**config.mk**
```make
export PLATFORM = sky130hd
export DESIGN_NAME = ifetch
export DESIGN_NICKNAME = d
export VERILOG_FILES = /design/src/rtl/a3_pkg.sv /design/src/rtl/ifetch.sv
export SDC_FILE = /design/constraint.sdc
export NUM_CORES = 1
export LEC_CHECK = 0
export ABC_AREA = 1
export ABC_CLOCK_PERIOD_IN_PS = 2700
export CORE_MARGIN = 10
export CORE_UTILIZATION = 45
export DETAILED_ROUTE_END_ITERATION = 12
export GPL_ROUTABILITY_DRIVEN = 0
export PLACE_DENSITY = 0.82
export SLEW_MARGIN = 30
export SYNTH_ARGS = -nofsm -noshare
export SYNTH_HDL_FRONTEND = slang
export SYNTH_SLANG_ARGS = --single-unit
```
**constraint.sdc**
```tcl
create_clock -name clk -period 2.7 [get_ports clk]
set_input_delay 0.675 -clock clk [delete_from_list [all_inputs] [get_ports clk]]
set_output_delay 0.675 -clock clk [all_outputs]
set_load 0.05 [all_outputs]
```
**src/rtl/a3_pkg.sv**
```systemverilog
// Encodings shared between the program counter stage and the instruction fetch unit.
package a3_pkg;

    localparam logic [7:0] CTL_OP_READ_ADDR = 8'h02;

    typedef enum logic [1:0] {
        ST_IDLE  = 2'd0,
        ST_FETCH = 2'd1,
        ST_HOLD  = 2'd2
    } fetch_state_t;

endpackage

```
**src/rtl/ifetch.sv**
```systemverilog
// Instruction fetch: reads four bytes from a byte-wide memory, assembles a
// little-endian 32-bit word and holds it until downstream accepts it.
//
// state    | meaning
// ---------+-----------------------------------------------------------
// ST_IDLE  | waiting for a read-address opcode on the control bus
// ST_FETCH | requesting bytes base+0 .. base+3 from memory
// ST_HOLD  | word (or misalignment fault) presented, waiting for insn_ready
module ifetch
    import a3_pkg::*;
#(
    parameter logic [7:0] CTL_READ_ADDR = CTL_OP_READ_ADDR
) (
    input  logic        clk,
    input  logic        reset,
    input  logic [7:0]  ctl_op_in,
    input  logic [63:0] ctl_data_in,
    input  logic        flush,
    input  logic [7:0]  mem_data_in,
    input  logic        mem_ready,
    input  logic        insn_ready,
    output logic        pc_inhibit,
    output logic        mem_req,
    output logic [63:0] mem_addr,
    output logic        insn_valid,
    output logic [31:0] insn_out,
    output logic [63:0] insn_addr,
    output logic        insn_fault
);

    fetch_state_t state, state_next;
    logic [63:0]  base;
    logic [1:0]   idx;
    logic         accept;
    logic         misaligned;
    logic         byte_taken;

    assign accept     = (state == ST_IDLE) && (ctl_op_in == CTL_READ_ADDR);
    assign misaligned = (ctl_data_in[1:0] != 2'b00);
    assign byte_taken = (state == ST_FETCH) && mem_ready;

    always_ff @(posedge clk) begin
        if (reset) begin
            state      <= ST_IDLE;
            base       <= '0;
            idx        <= '0;
            insn_out   <= '0;
            insn_addr  <= '0;
            insn_fault <= 1'b0;
        end else begin
            state <= state_next;
            if (flush) begin
                idx        <= '0;
                insn_fault <= 1'b0;
            end else if (accept) begin
                base       <= ctl_data_in;
                idx        <= '0;
                insn_out   <= '0;
                insn_addr  <= ctl_data_in;
                insn_fault <= misaligned;
            end else if (byte_taken) begin
                // idx rolls back to zero naturally after the fourth byte
                insn_out[{idx, 3'b000} +: 8] <= mem_data_in;
                idx                          <= idx + 2'd1;
            end
        end
    end

    always_comb begin
        state_next = state;
        case (state)
            ST_IDLE: begin
                if (accept) begin
                    state_next = misaligned ? ST_HOLD : ST_FETCH;
                end
            end
            ST_FETCH: begin
                if (byte_taken && (idx == 2'd3)) begin
                    state_next = ST_HOLD;
                end
            end
            ST_HOLD: begin
                if (insn_ready) begin
                    state_next = ST_IDLE;
                end
            end
            default: state_next = ST_IDLE;
        endcase
        // flush overrides every other transition
        if (flush) begin
            state_next = ST_IDLE;
        end
    end

    assign pc_inhibit = (state != ST_IDLE);
    assign mem_req    = (state == ST_FETCH);
    assign mem_addr   = mem_req ? (base + {62'd0, idx}) : '0;
    assign insn_valid = (state == ST_HOLD);

endmodule

```
==> results.cfg, run 1 <==
[routing]
drt-pass1-iter-count = 7
drc = 0
vias = 9052
vias_per_cell = 5.84
dr.first_iter.drc_count = 1336
antenna_left = 0
routed_wl_um = 32700
wl_per_cell_um = 21.1

[worst_setup_path]
crit_chain = ha_4 > fa_2 > nand2_2 > nor2_4 > nand2_4 > nor2_4 > nand2_4 > nor2_4 > nand3_2 > nand2_2 > nor2_4 > buf_12
reg2reg_depth = 9
endpoint_kind = output port
worst-setup-path-type = reg2out
cp_top_family = simple AND/OR/NAND/NOR gates
worstPathArrival_ns = 2.38
startpoint_type = flip-flop
path_buf_inv = 1
critPathSlowestCell = dfxtp_2
worst-path-max-fanout = 5
cpMostUsedCell = nor2_4
crit_cells = 12
cp.required_ns = 2.03
slowest_delay_ns = 0.36

[clock_network]
htree_levels = 3
cts_root_buf = clkbuf_16
clk-insertion-delay-late_ns = 0.38
cts_buffers = 9
clk_pin_slew_ns = 0.07
cts_tree = done
ctsHoldBuffers = 0
cts_buffer_depth = 2
cts.sinks = 101

[global_routing]
grt_max_degree = 45
grt_pass1_wl_um = 44200
antenna_found_initial = 0
grt_overflow_total = 0
grt_pass1_vias = 8284
grt_use_total_pct = 28.0

[layout]
final_nets = 1458
area_delta_synth_final_pct = 77.1
drive_gt1_share_pct = 28.9
fillers = 850
finalInstanceArea_mm2 = 0.0113
antennaDiodeCount = 0

[floorplan]
fp.coreArea_mm2 = 0.0139
die-area_mm2 = 0.0193
rows = 43
start_util_pct = 45.9
die_h_um = 139
die_w_um = 139
num_io_pins = 249

[job]
maxCapViolCount = 0

[placed_design]
place_area_mm2 = 0.0100
hpwl_um = 22000
io_buffers = 248

[run_status]
status = finished, violations left
violations = setup timing

[sta]
hold_viol_final = 0
worst_pin_slew_ns = 0.668
finalSetupViolCount = 58
period_needed_ns = 3.05
layout_setup_ws_ns = -0.353
finalCritPeriodShare_pct = 113
worst_clock_skew_ns = 0.0106
rsz0062_at_grt = yes
max_slew_margin_pct = 55.1
hold_ws_ns = 0.488
clock.fmax_ghz = 0.328
report.final.slew_viol_count = 0

[yosys]
synth.avg_cell_area_um2 = 5.90
yosysUniqueCellTypes = 33
ys_warn_count = 0
synthesis.area_mm2 = 0.00637
ys_async_sr_fraction_pct = 0
ys_ff_latch = 101
synth.net_count = 1173
postSynthCellCount = 1080
synth_edf_count = 0
ys.flop_type = dfxtp_1
ys_seq_area_share_pct = 31.7

[min_path]
min_path_type = reg2reg
hold_depth = 2

[power]
p_total_mw = 3.16
leakage_nw = 4.04
vdd_drop_max_mv = 0.260
p_per_area_mw_per_mm2 = 280
-- worst min-delay path: stages, from the launching register on --
cell	delay (ns)
dfxtp_1	0.33
o21ai_0	0.08
inv_1	0.05
-- metal layers --
metal / GRT usage (%) / vias up / share of wire [%]
li1: - / 4022 / -
met1: 29.9 / 4055 / 33
met2: 47.7 / 745 / 46
met3: 8.94 / 230 / 13
met4: 16.0 / 0 / 8.0
met5: 0 / - / 0
-- cell usage after synthesis, types with 6 or more instances --
master | instances | area [um2]
o21ai_0 | 77 | 385
ha_1 | 7 | 87.6
nand2_2 | 9 | 56.3
dfxtp_1 | 101 | 2020
a21oi_1 | 90 | 450
clkinv_1 | 6 | 22.5
inv_1 | 105 | 394
nor2_1 | 211 | 792
nor3_1 | 8 | 40.0
nand2_1 | 273 | 1020
o21ai_1 | 41 | 205
nand3_1 | 69 | 345
nor2_2 | 6 | 37.5
buf_2 | 13 | 65.1
nand4_1 | 9 | 56.3
clkbuf_1 | 20 | 75.1
xor2_1 | 10 | 87.6
-- state kept, by name, summed over array words and instances (netlist names) --
| name | count |
|---|---|
| insn_fault | 1 |
| insn_out | 32 |
| state | 2 |
| idx | 2 |
| base | 64 |
-- layout by cell type (no fill, tap or decap), drive strengths merged --
master	n
a211oi	1
a21oi	90
a31oi	1
and3	1
buf	131
bufinv	1
clkbuf	9
clkdlybuf4s50	183
clkinv	8
clkinvlp	1
dfxtp	101
fa	1
ha	7
inv	112
nand2	283
nand3	70
nand3b	2
nand4	9
nor2	220
nor3	10
nor3b	1
o21ai	118
xor2	10
-- final timing paths --
kind | from | slack (ns) | end
setup reg to reg | idx[0] | 0.60 | insn_out[0]
setup / recovery | idx[0] | -0.35 | mem_addr[56]
hold reg to reg | insn_fault | 0.49 | insn_fault
hold / removal | insn_fault | 0.49 | insn_fault
-- cells by family (layout without fill, tap and decap cells) --
kind of cell             after synthesis  count (layout)  share of synthesized area (%)
AND/OR/NAND/NOR                      596             596                           38.9
adder cells (fa/ha/maj)                8               8                           1.69
buffers and inverters                155             445                           9.78
flip-flops                           101             101                           31.7
AO/OA/AOI/OAI                        210             210                           16.6
XOR/XNOR                              10              10                           1.37
-- layout make-up --
class	count	area [um2]	area share, %
multi-input cells	824	4570	40.5
well taps	180	225	2.00
inverters	115	449	3.98
flip-flops and latches	101	2090	18.6
clock inverters	7	93.8	0.832
repair buffers	314	3620	32.1
clock buffers	9	225	2.00
-- through the flow --
stage / setup WS [ns] / util (%) / cells / TNS, ns
after floorplan: -0.00671 / - / 1080 / -0.0109
after global placement: 0.0459 / 72.1 / 1507 / 0
after detailed placement: -0.0206 / 72.1 / 1507 / -0.0206
after CTS: -0.243 / 77.7 / 1536 / -5.20
after global routing: -0.445 / 81.3 / 1550 / -16.00
final: -0.353 / 81.3 / 1550 / -10.32
-- repair_timing --
action | CTS | global route
endpoints found under the setup margin | 56 | 58
pin swaps | 38 | 41
resized for setup | 126 | 129
buffers inserted | 13 | 15
-- where the power goes --
group | internal (mW) | leakage, nW | switching [mW] | total [mW]
clock | 0.747 | 0.153 | 0.711 | 1.46
sequential | 1.48 | 0.836 | 0.00354 | 1.48
combinational | 0.130 | 3.05 | 0.0906 | 0.221
(Power assumes the default switching activity.)
==> inputs of run 2 (changes only) <==
--- a/config.mk
+++ b/config.mk
@@ -6,7 +6,7 @@
 export NUM_CORES = 1
 export LEC_CHECK = 0
 export ABC_AREA = 1
-export ABC_CLOCK_PERIOD_IN_PS = 2700
+export ABC_CLOCK_PERIOD_IN_PS = 2900
 export CORE_MARGIN = 10
 export CORE_UTILIZATION = 45
 export DETAILED_ROUTE_END_ITERATION = 12
==> constraint.sdc (replaced) <==
create_clock -name clk -period 2.9 [get_ports clk]
set_input_delay 0.725 -clock clk [delete_from_list [all_inputs] [get_ports clk]]
set_output_delay 0.725 -clock clk [all_outputs]
set_load 0.05 [all_outputs]
==> run 2 against run 1 <==
  * The run still ends with setup timing left
  * Cell area is 5.9% lower
  * First-iteration DRC count shrank 30%
  * Final cell count decreased by 1.4%
  * Via count down 7.3%
  * Clock skew shrank 0.0034 ns
  * Sequential share of layout area rose by 0.76 points
  * Critical endpoint is now mem_addr[16]
  * Largest cell class unchanged
  * Largest power group unchanged
  * Highest routed layer is now met5
==> results.cfg, run 2 (synthesis gave the netlist of run 1 again) <==
[layout]
final_nets = 1435
largest_register = base
largest_register_ffs = 64
multi_input_area_mm2 = 0.00414
finalInstanceArea_mm2 = 0.0106
fillers = 1020
drive_gt1_share_pct = 19.2
regArea_mm2 = 0.00205
final_cell_mix = nand2_1, clkdlybuf4s50_1, nor2_1
largest_registers = base (64), insn_out (32)
layout_commonest_cell = nand2_1
area_delta_synth_final_pct = 66.6

[worst_setup_path]
startpoint_type = flip-flop
cp.required_ns = 2.17
slowest_delay_ns = 0.36
worstPathArrival_ns = 2.37
endpoint_kind = output port
worst-setup-path-type = reg2out
critPathSlowestCell = dfxtp_2
cpMostUsedCell = nor2_4
crit_chain = ha_4 > fa_2 > nand2_2 > nor2_4 > nand2_4 > nor2_4 > buf_6 > buf_4 > o21ai_4 > a21oi_4 > buf_12
worst-path-max-fanout = 5

[routing]
dr.first_iter.drc_count = 940
routed_wl_um = 28600
vias_per_cell = 5.49
wl_per_cell_um = 18.7
antenna_left = 0
drc = 0
vias = 8392
drt-pass1-iter-count = 6

[sta]
worst_pin_slew_ns = 0.611
worst_clock_skew_ns = 0.00715
period_needed_ns = 3.10
finalCritPeriodShare_pct = 107
hold_ws_ns = 0.484
tns_ns = -2.62
finalSetupViolCount = 29
max_slew_margin_pct = 59.1
report.final.slew_viol_count = 0
rsz0062_at_grt = yes
layout_setup_ws_ns = -0.197
hold_viol_final = 0
clock.fmax_ghz = 0.323

[placed_design]
hpwl_um = 21600
dp_slack_ns = 0.0708
io_buffers = 248
place_area_mm2 = 0.00977

[global_routing]
grt_use_total_pct = 27.1
antenna_found_initial = 2
grt_pass1_vias = 7917
grt_pass1_wl_um = 42700
grt_overflow_total = 0
grt_max_degree = 67

[job]
maxCapViolCount = 0

[power]
p_per_area_mw_per_mm2 = 264
vdd_drop_max_mv = 0.314
leakage_nw = 3.71
p_total_mw = 2.81

[clock_network]
cts_buffers = 9
cts_root_buf = clkbuf_16
htree_levels = 3
cts.sinks = 101
cts_buffer_depth = 2
clk_pin_slew_ns = 0.08
clk-insertion-delay-late_ns = 0.37
ctsHoldBuffers = 0
cts_tree = done

[min_path]
min_path_type = reg2reg

[floorplan]
die_w_um = 139
die-area_mm2 = 0.0193
num_io_pins = 249
rows = 43
fp.coreArea_mm2 = 0.0139
start_util_pct = 45.9
die_h_um = 139

[run_status]
status = finished, violations left
violations = setup timing
==> run 2: cell types whose count changed in the layout (fill, tap and decap cells not counted), sizes merged <==
cell	change
buf	-23
bufinv	-1
clkbuf	+4
clkinv	-1
clkinvlp	-1
diode	+1
inv	-1
==> run 2: layout make-up <==
class / count / area share, %
flip-flops and latches: 101 / 19.3
well taps: 180 / 2.12
clock inverters: 3 / 0.271
multi-input cells: 824 / 39.0
clock buffers: 13 / 2.36
diodes: 1 / 0.0236
repair buffers: 291 / 32.8
inverters: 115 / 4.11
==> run 2: through the flow <==
stage	utilization, %	std cells
after floorplan	-	1080
after global placement	70.4	1492
final	76.5	1528
after global routing	76.5	1528
after detailed placement	70.4	1492
after CTS	73.9	1516
==> run 2: final timing paths <==
kind	start	to	slack, ns	cells past startpoint
setup / recovery	base[0]	mem_addr[16]	-0.20	11
hold / removal	insn_out[19]	insn_out[19]	0.48	2
setup reg to reg	idx[0]	insn_out[20]	0.78	10
hold reg to reg	insn_out[19]	insn_out[19]	0.48	2
==> run 2: repair_timing <==
action                                  CTS  global route
endpoints found under the setup margin   45            51
hold endpoints to repair                  0             0
resized for setup                        49            90
buffers inserted                          8            11
pin swaps                                18            27
==> run 2: worst max-delay path: cells and delay by family, from the launching register on <==
family	cells	cell delay, ns
AOI/OAI and AO/OA	2	0.22
adders and majority gates	2	0.41
DFF	1	0.36
buffers and inverters	3	0.42
and+or+nand+nor	4	0.58
==> run 2: layer usage <==
layer  part of all wire (%)  global-route usage (%)  wire (um)  vias up
li1                       -                       -          -     3972
met1                     36                    29.7      10300     3758
met2                     47                    45.8      13300      537
met3                     12                    9.42       3390      123
met4                    5.8                    12.8       1650        2
met5                  0.028                       0          8        -
==> run 2: where the power goes <==
part / switching (mW) / leakage [nW] / total, mW / internal [mW]
clock network: 0.595 / 0.136 / 1.21 / 0.619
registers: 0.00323 / 0.824 / 1.39 / 1.39
logic: 0.0809 / 2.75 / 0.202 / 0.121
==> inputs of run 3 (changes only) <==
--- a/config.mk
+++ b/config.mk
@@ -5,13 +5,13 @@
 export SDC_FILE = /design/constraint.sdc
 export NUM_CORES = 1
 export LEC_CHECK = 0
-export ABC_AREA = 1
+export ABC_AREA = 0
 export ABC_CLOCK_PERIOD_IN_PS = 2900
 export CORE_MARGIN = 10
-export CORE_UTILIZATION = 45
+export CORE_UTILIZATION = 42
 export DETAILED_ROUTE_END_ITERATION = 12
 export GPL_ROUTABILITY_DRIVEN = 0
-export PLACE_DENSITY = 0.82
+export PLACE_DENSITY = 0.81
 export SLEW_MARGIN = 30
 export SYNTH_ARGS = -nofsm -noshare
 export SYNTH_HDL_FRONTEND = slang
==> run 3 against run 2 <==
  * The run still ends with setup timing left
  * Global-route usage down 0.20 points
  * Die area down 7.0%
  * Cell area up 1.9%
  * Hold slack worse by 0.033 ns
  * Synthesized cell count down 29%
  * Critical path type unchanged
  * Critical endpoint is now mem_addr[44]
==> results.cfg, run 3 <==
[layout]
largest_register = base
final_cell_mix = nand2_1, clkdlybuf4s50_1, a21oi_1
finalInstanceArea_mm2 = 0.0108
area_delta_synth_final_pct = 98.0
layout_commonest_cell = nand2_1
fin_cells = 1273
final_nets = 1188
fillers = 686
regArea_mm2 = 0.00213
largest_registers = base (64), insn_out (32)
largest_register_ffs = 64
final_util_pct = 85.4
drive_gt1_share_pct = 34.5
multi_input_area_mm2 = 0.00406

[floorplan]
die_w_um = 134
num_io_pins = 249
die_h_um = 134
rows = 41
die-area_mm2 = 0.0180
start_util_pct = 43.1
fp.coreArea_mm2 = 0.0127

[power]
vdd_drop_max_mv = 0.345
p_total_mw = 2.77
leakage_nw = 3.60
p_per_area_mw_per_mm2 = 256

[yosys]
ys_ff_latch = 101
ys_warn_count = 0
postSynthCellCount = 765
synthesis.area_mm2 = 0.00547
synth_area_leaders = dfxtp_1, nand2_1, a21oi_1
yosys-top-cells-count = nand2_1, a21oi_1, dfxtp_1
yosysUniqueCellTypes = 43
ys_seq_area_share_pct = 37.0
synth.net_count = 858
yosysMostFrequentCell = nand2_1
ys_async_sr_fraction_pct = 0
synth.avg_cell_area_um2 = 7.14
synth_edf_count = 0
synth_top_area_cell = dfxtp_1
ys.flop_type = dfxtp_1
synth_top_area_share_pct = 37.0

[worst_setup_path]
r2r_start = state[0]
worstPathArrival_ns = 2.71
startpoint_type = flip-flop
cp.required_ns = 2.17
cp_top_family = simple AND/OR/NAND/NOR gates
cpMostUsedCell = nand4_1
endpoint_kind = output port
path_buf_inv = 2
worstReg2RegEnd = insn_out[22]
reg2reg_depth = 6
worst-path-max-fanout = 5
critPathSlowestCell = or4_4
rrSetupSlack_ns = 0.74
slowest_delay_ns = 0.51
crit_chain = ha_4 > fa_2 > nand4_1 > nor3_4 > buf_6 > nand4_1 > or4_4 > a21oi_4 > buf_12
worst-setup-path-type = reg2out

[sta]
finalSetupViolCount = 49
rsz0062_at_grt = yes
layout_setup_ws_ns = -0.537
max_slew_margin_pct = 47.2
worst_clock_skew_ns = 0.00759
period_needed_ns = 3.44
report.final.slew_viol_count = 0
worst_pin_slew_ns = 0.792
hold_viol_final = 0
finalCritPeriodShare_pct = 119
clock.fmax_ghz = 0.291

[routing]
antenna_left = 0
routed_wl_um = 27000
dr.first_iter.drc_count = 633
vias_per_cell = 5.78
drc = 0
drt-pass1-iter-count = 6
wl_per_cell_um = 21.2
vias = 7363

[run_status]
violations = setup timing
status = finished, violations left

[clock_network]
clk_pin_slew_ns = 0.08
cts_tree = done
clk-insertion-delay-late_ns = 0.36
cts.sinks = 101
cts_buffers = 9
ctsHoldBuffers = 0
cts_buffer_depth = 2
htree_levels = 3
cts_root_buf = clkbuf_16

[job]
maxCapViolCount = 0

[min_path]
min_path_type = reg2reg
hold_end = insn_out[1]
holdCritStartpoint = insn_out[1]
hold_depth = 2

[placed_design]
place_area_mm2 = 0.00989
io_buffers = 248
dpl.cell_count = 1234
hpwl_um = 18400
dp_slack_ns = -0.188

[global_routing]
antenna_found_initial = 2
grt_use_total_pct = 26.9
grt_pass1_vias = 7278
grt_pass1_wl_um = 39000
grt_max_degree = 102
grt_overflow_total = 0
==> run 3: cell types whose count changed after synthesis, moves of 30 or more <==
cell     delta
inv_1      -96
nor2_1    -158
nand2_1    -81
o21ai_0    -64
o21ai_1    -41
a21oi_1    +30
==> run 3: worst register-to-register path, cell delays in order, from the launching register on <==
cell,delay (ns)
dfxtp_1,0.45
nand2b_4,0.20
inv_1,0.51
nand3_1,0.18
a21o_2,0.25
or3_1,0.37
a21oi_1,0.14
==> run 3: cell families (layout without fill, tap and decap cells) <==
family | Yosys count | after routing | synth area share (%)
AO/OA/AOI/OAI | 155 | 155 | 15.3
multiplexers | 2 | 2 | 0.366
AND/OR/NAND/NOR | 408 | 408 | 35.3
flip-flops | 101 | 101 | 37.0
XOR/XNOR | 38 | 38 | 6.09
adder cells (fa/ha/maj) | 8 | 8 | 1.97
buffers and inverters | 53 | 388 | 3.94
other | 0 | 1 | 0
==> run 3: timing repair <==
action,in CTS,in global routing
gates resized for setup,57,39
setup buffers,17,9
setup endpoints to repair,55,55
pin swaps,45,25
==> run 3: through the flow <==
step           setup TNS [ns]  hold WS, ns
5_1_grt                -19.02        0.469
6_report               -14.05        0.451
3_5_place_dp            -1.33        0.444
4_1_cts                -11.20        0.454
2_1_floorplan          -0.876        0.555
3_3_place_gp           -0.126        0.437
==> run 3: per-layer routing <==
layer | global-route usage [%] | vias up | wire (um)
li1 | - | 3312 | -
met1 | 29.0 | 3489 | 9170
met2 | 46.2 | 449 | 13600
met3 | 9.15 | 111 | 2670
met4 | 12.9 | 2 | 1530
met5 | 0 | - | 11
==> run 3: how the worst max path moves through the flow <==
stage | from | to | slack [ns] | depth (start not counted)
finish | base[0] | mem_addr[44] | -0.54 | 9
global route | base[0] | mem_addr[44] | -0.61 | 9
CTS | base[0] | mem_addr[44] | -0.54 | 9
detailed placement | idx[0] | mem_addr[50] | -0.19 | 9
global placement | idx[0] | mem_addr[62] | -0.07 | 9
floorplan | base[0] | mem_addr[54] | -0.22 | 8
==> run 3: where the power goes <==
group | switching [mW] | internal, mW
Clock | 0.613 | 0.612
Combinational | 0.0640 | 0.109
Sequential | 0.00146 | 1.37
Total | 0.678 | 2.09
==> run 3: area by class of cell <==
| cell class | instances | area share, % |
|---|---|---|
| clock buffer | 9 | 2.08 |
| tap | 172 | 1.99 |
| timing repair buffer | 363 | 37.7 |
| antenna | 1 | 0.0231 |
| inverter | 9 | 0.312 |
| clock inverter | 7 | 0.705 |
| multi-input combinational | 611 | 37.5 |
| sequential | 101 | 19.7 |
